### config.mk
export PLATFORM = sky130hd
export DESIGN_NAME = neuron_seq_ctrl
export DESIGN_NICKNAME = d
export VERILOG_FILES = /design/src/rtl/neuron_seq_ctrl.sv
export SDC_FILE = /design/constraint.sdc
export NUM_CORES = 1
export LEC_CHECK = 0
export CAP_MARGIN = 20
export CORE_UTILIZATION = 50
export DETAILED_ROUTE_END_ITERATION = 7
export GPL_TIMING_DRIVEN = 1
export PLACE_DENSITY = 0.76
export SLEW_MARGIN = 15
export SYNTH_ARGS = -nofsm -noshare
export SYNTH_HDL_FRONTEND = slang
export SYNTH_SLANG_ARGS = --single-unit
### constraint.sdc
create_clock -name clk -period 7.49 [get_ports clk]
set_input_delay 1.1235 -clock clk [delete_from_list [all_inputs] [get_ports clk]]
set_output_delay 1.1235 -clock clk [all_outputs]
set_load 0.1 [all_outputs]
### src/rtl/neuron_seq_ctrl.sv
// Sequencing controller for one simpleNeuron: accumulates bias + sum(x*w) with
// 17-bit saturation, runs it through the external registered ReLU, presents y.
module neuron_seq_ctrl #(
    parameter int N_INPUTS = 4,
    parameter int DW       = 8
) (
    input  logic                 clk,
    input  logic                 rst_n,
    input  logic                 start,
    input  logic signed [15:0]   bias,
    input  logic                 in_valid,
    output logic                 in_ready,
    input  logic signed [DW-1:0] x,
    input  logic signed [DW-1:0] w,
    output logic signed [16:0]   act_in,
    input  logic signed [16:0]   act_out,
    output logic                 busy,
    output logic                 out_valid,
    input  logic                 out_ready,
    output logic signed [16:0]   y
);
    localparam logic [2:0] S_IDLE  = 3'd0;
    localparam logic [2:0] S_ACCUM = 3'd1;
    localparam logic [2:0] S_ACT   = 3'd2;
    localparam logic [2:0] S_WAIT  = 3'd3;
    localparam logic [2:0] S_OUT   = 3'd4;

    localparam logic [7:0]         LAST_BEAT = 8'(N_INPUTS - 1);
    localparam logic signed [16:0] SAT_MAX   = 17'sh0FFFF;
    localparam logic signed [16:0] SAT_MIN   = 17'sh10000;

    logic [2:0]             state_q, state_d;
    logic signed [16:0]     acc_q, acc_d;
    logic [7:0]             cnt_q, cnt_d;
    logic signed [16:0]     y_q, y_d;
    logic signed [2*DW-1:0] prod;
    logic signed [17:0]     sum;
    logic signed [16:0]     sum_sat;

    assign prod = (2*DW)'(x) * (2*DW)'(w);
    assign sum  = 18'(acc_q) + 18'(prod);
    // The 18-bit sum fits in 17 bits exactly when its top two bits agree.
    assign sum_sat = (sum[17] != sum[16]) ? (sum[17] ? SAT_MIN : SAT_MAX) : sum[16:0];

    always_comb begin
        // NOTE: every next-state variable defaults to its current value first, so no path infers a latch.
        state_d = state_q;
        acc_d   = acc_q;
        cnt_d   = cnt_q;
        y_d     = y_q;
        case (state_q)
            S_IDLE: begin
                if (start) begin
                    acc_d   = 17'(bias);
                    cnt_d   = '0;
                    state_d = S_ACCUM;
                end
            end
            S_ACCUM: begin
                if (in_valid) begin
                    acc_d = sum_sat;
                    cnt_d = cnt_q + 8'd1;
                    if (cnt_q == LAST_BEAT) state_d = S_ACT;
                end
            end
            S_ACT:   state_d = S_WAIT;
            S_WAIT: begin
                y_d     = act_out;
                state_d = S_OUT;
            end
            S_OUT:   if (out_ready) state_d = S_IDLE;
            default: state_d = S_IDLE;
        endcase
    end

    // NOTE: state updates use non-blocking assignments; reset is sampled on the clock edge only.
    always_ff @(posedge clk) begin
        if (!rst_n) begin
            state_q <= S_IDLE;
            acc_q   <= '0;
            cnt_q   <= '0;
            y_q     <= '0;
        end else begin
            state_q <= state_d;
            acc_q   <= acc_d;
            cnt_q   <= cnt_d;
            y_q     <= y_d;
        end
    end

    assign in_ready  = (state_q == S_ACCUM);
    assign busy      = (state_q != S_IDLE);
    assign out_valid = (state_q == S_OUT);
    assign act_in    = acc_q;
    assign y         = y_q;
endmodule
==> metrics list <==
- Across all register-to-register paths, the minimum setup slack is 2.15 ns.
- The worst register-to-register path ends at act_in[7]$_SDFFE_PN0P_.
- Total Nets Final: 844
- Slew Limit Headroom: 0.328
- Async S/R FF share, synth: 0
- Iteration-0 DRC Markers: 229
* Initial Util: 0.514
- The initialized floorplan defines 37 standard-cell rows.
- Share of the synthesized area in the top cell type: 0.303
- In the final routed layout, each cell accounts on average for 14.8 microns.
- Horizontal die dimension: 105 microns
- Port buffer count: 90
- Via count: 4,260
* Syn avg cell area: 9.04 sq um
- CTS root buf: sky130_fd_sc_hd__clkbuf_8
* Area enclosed by the die boundary: 11,000 sq um
* Seq cells post-synth: 45
- The min-delay analysis places its worst path in the category register to register.
* Crit-path max FO: 14
- Clock transition at path regs: 0.08 ns
- In this run the remaining antenna-violating nets after routing total 0.
* Number of clock buffers inserted by TritonCTS: 5
* Worst Setup Start Kind: input port
- Post-detailed-route DRC marker count: 0
- Setup repair after global routing missed its margin: false
- For the worst-skew pair, the clock arrives at the later sink with an insertion delay of 0.30 ns.
- The first detailed-routing pass took 5 iterations.
- Count of inserted antenna diode cells: 0
* GR Layer Usage met2: 0.407
* Combined area of all synthesized cells: 5280 sq um
* Hold path endpoint: y[5]$_SDFFE_PN0P_
- Data arrival time of the worst path: 6.99 ns
* Worst-path cell with the longest stage delay: sky130_fd_sc_hd__clkdlybuf4s50_1
* GR met3 Demand/Resource: 0.0468
- Entering global routing, the biggest net connects 36 pins.
- Period minus WS final: 6.78 ns
- Dividing the detail-routed via count by the number of cells gives 5.30.
- Hold path start: y[5]$_SDFFE_PN0P_
* Filler cell count: 914
- In the global route stage, overall resource usage came out at 0.233.
* Number of stages on the worst hold path: 2
- Dominant cell type by area after synthesis: sky130_fd_sc_hd__fa_1
- DPL Wire Length: 10000 microns
* Fraction of final layout cells sized beyond drive strength 1: 0.0464
- H-Tree Level Count: 2
- Leading cell types by total area after synthesis: sky130_fd_sc_hd__fa_1 30%, sky130_fd_sc_hd__dfxtp_1 17%, sky130_fd_sc_hd__ha_1 10%, sky130_fd_sc_hd__inv_1 5.9%, sky130_fd_sc_hd__nand2_1 5.2%
* TritonCTS clock tree: done
- Synth cell types: 49
- Deepest clock path buffer count: 2
- Initial antenna violation count: 0
* Worst r2r src: act_in[4]$_SDFFE_PN0P_
- Summed over all layers, the routed wires come to 11,900 microns.
* Most frequent cells in the layout: 90 x sky130_fd_sc_hd__clkdlybuf4s50_1, 83 x sky130_fd_sc_hd__inv_1, 80 x sky130_fd_sc_hd__fa_1
* Sum Neg Setup Slack: 0 ns
- The core region is 10,300 sq um.
* Post-cts resize count: 0
- Via count of the first global-routing pass: 4,386
- Multi-input gate area in the final layout: 3990 sq um
* Final count of negative-setup-slack endpoints: 0
- FF/Latch Area: 901 sq um
* Max Clock Freq: 147 MHz
* Number of sinks on the clock net: 45
- In this run the vertical extent of the chip is 105 microns.
- EDFF count, synth: 0
- In this run, post-CTS hold repair placed 0 buffers.
* Number of primary I/O pins: 91
- Register area share after synthesis: 0.171
- Between clock sinks in the finished design, the worst skew comes to 0.00502 ns.
- The hold violation count in the final report was 0.
- Of the available clock period, the critical path in the final layout requires 0.906.
- From synthesis to final layout, the design area changed by 21.0%.
- Commonest non-fill, non-tap cell in the layout: sky130_fd_sc_hd__clkdlybuf4s50_1
* WP data required: 7.70 ns
* Outcome: complete, no violations
- The signal on the critical path passes through clkdlybuf4s50_1, and2_1, buf_4, inv_1, fa_1, inv_1, fa_1, fa_1, fa_1, fa_1, ha_1, o21ai_1, nor2_1, a2111oi_4, nor3_2, o22ai_2, o21ai_1, nor4_1.
- For this run, global-route usage on met1 was measured as 0.299.
- met2 is the most crowded layer.
- Yosys synthesis warning count: 0
* Post-Synthesis Cells: 584
- Among all flip-flop cells after synthesis, the most frequent one is sky130_fd_sc_hd__dfxtp_1.
- Once the clock tree was built, the setup fixing pass inserted 0 buffers.
* Slowest cell delay on critical path: 0.67 ns
* First-pass GRT wire length: 20,500 microns
- Across the run, the number of max-cap violations was 0.
- GRT Residual Overflow: 0
- The number of max-slew violations in the final report was 0.
- Routability-driven placement finished with a final weighted congestion of 0.841.
- Slew of the pin with the lowest slew margin: 1.01 ns
- Dominant cell type by count on the critical path: sky130_fd_sc_hd__fa_1
- Counting every net in the synthesized netlist gives 761.
- Length in cells of the worst reg-to-reg path: 18
- By startpoint and endpoint, the worst setup path is classified as input port to register.
* Worst Setup End Kind: register
==> worst max path at each step <==
stage	cells after the start	to	start	slack (ns)
2_1_floorplan	17	act_in[10]$_SDFFE_PN0P_	x[7]	1.43
3_3_place_gp	18	act_in[7]$_SDFFE_PN0P_	w[2]	0.55
3_5_place_dp	18	act_in[7]$_SDFFE_PN0P_	w[0]	0.39
4_1_cts	18	act_in[7]$_SDFFE_PN0P_	w[0]	0.67
5_1_grt	18	act_in[7]$_SDFFE_PN0P_	w[0]	0.23
6_report	18	act_in[7]$_SDFFE_PN0P_	w[0]	0.71
==> cell usage after synthesis (2+ instances only) <==
master                      n
sky130_fd_sc_hd__nand3_1   16
sky130_fd_sc_hd__xor2_1     8
sky130_fd_sc_hd__buf_2      2
sky130_fd_sc_hd__inv_1     83
sky130_fd_sc_hd__xnor2_1   12
sky130_fd_sc_hd__nand4_1    3
sky130_fd_sc_hd__nor2b_1    2
sky130_fd_sc_hd__o21ai_1    2
sky130_fd_sc_hd__dfxtp_1   45
sky130_fd_sc_hd__a21boi_0  18
sky130_fd_sc_hd__ha_1      43
sky130_fd_sc_hd__nor3_1     8
sky130_fd_sc_hd__nand2b_1   4
sky130_fd_sc_hd__and3_1     4
sky130_fd_sc_hd__nor2_1    34
sky130_fd_sc_hd__a31oi_1    2
sky130_fd_sc_hd__a211oi_1   5
sky130_fd_sc_hd__a21oi_1   27
sky130_fd_sc_hd__o21a_1     5
sky130_fd_sc_hd__o21ai_0   22
sky130_fd_sc_hd__a21o_1     3
sky130_fd_sc_hd__a31oi_2   10
sky130_fd_sc_hd__fa_1      80
sky130_fd_sc_hd__clkbuf_1  13
sky130_fd_sc_hd__nand2_1   73
sky130_fd_sc_hd__o21bai_1   2
sky130_fd_sc_hd__nor4_1     3
sky130_fd_sc_hd__and2_1    34
==> per-stage QoR <==
stage,cells,instance area (sq um),util,worst slack [ns],hold slack (ns)
2_1_floorplan,584,5280,-,1.43,0.449
3_3_place_gp,795,6290,0.612,0.547,0.455
3_5_place_dp,795,6290,0.612,0.389,0.464
4_1_cts,803,6370,0.620,0.673,0.477
5_1_grt,804,6390,0.622,0.231,0.494
6_report,804,6390,0.622,0.706,0.468
==> logic make-up (layout without fill, tap and decap cells) <==
logic type | count (synthesis) | after routing | share of synthesized area
AND/OR/NAND/NOR | 189 | 189 | 0.173
adder cells (fa/ha/maj) | 123 | 123 | 0.405
AO/OA/AOI/OAI | 105 | 105 | 0.142
buffers and inverters | 101 | 185 | 0.0737
flip-flops | 45 | 45 | 0.171
XOR/XNOR | 20 | 20 | 0.0332
multiplexers | 1 | 1 | 0.00190
==> worst max-delay path: cells and delay by family <==
kind	cells	cell delay, ns
simple gates	4	0.71
buf+inv	4	1.05
compound gates	4	1.28
fa+ha+maj	6	2.82
==> flip-flops by register name, summed over array words and instances (netlist names) <==
signal / cells
state_q: 3
y: 17
cnt_q: 8
act_in: 17
==> layout make-up <==
type	count	share of cell area
Multi-Input combinational cell	438	0.625
Timing Repair Buffer	93	0.145
Sequential cell	45	0.141
Inverter	84	0.0494
Tap cell	136	0.0266
Clock buffer	7	0.0119
Clock inverter	1	0.00118
==> routing by layer <==
metal,part of all wire,up-vias
met2,0.50,121
met1,0.43,2074
li1,-,2046
met3,0.053,19
met5,0,-
met4,0.013,0
Power is not shown: default switching activity piles up to over one toggle a cycle in this logic, so the estimate is an artifact.
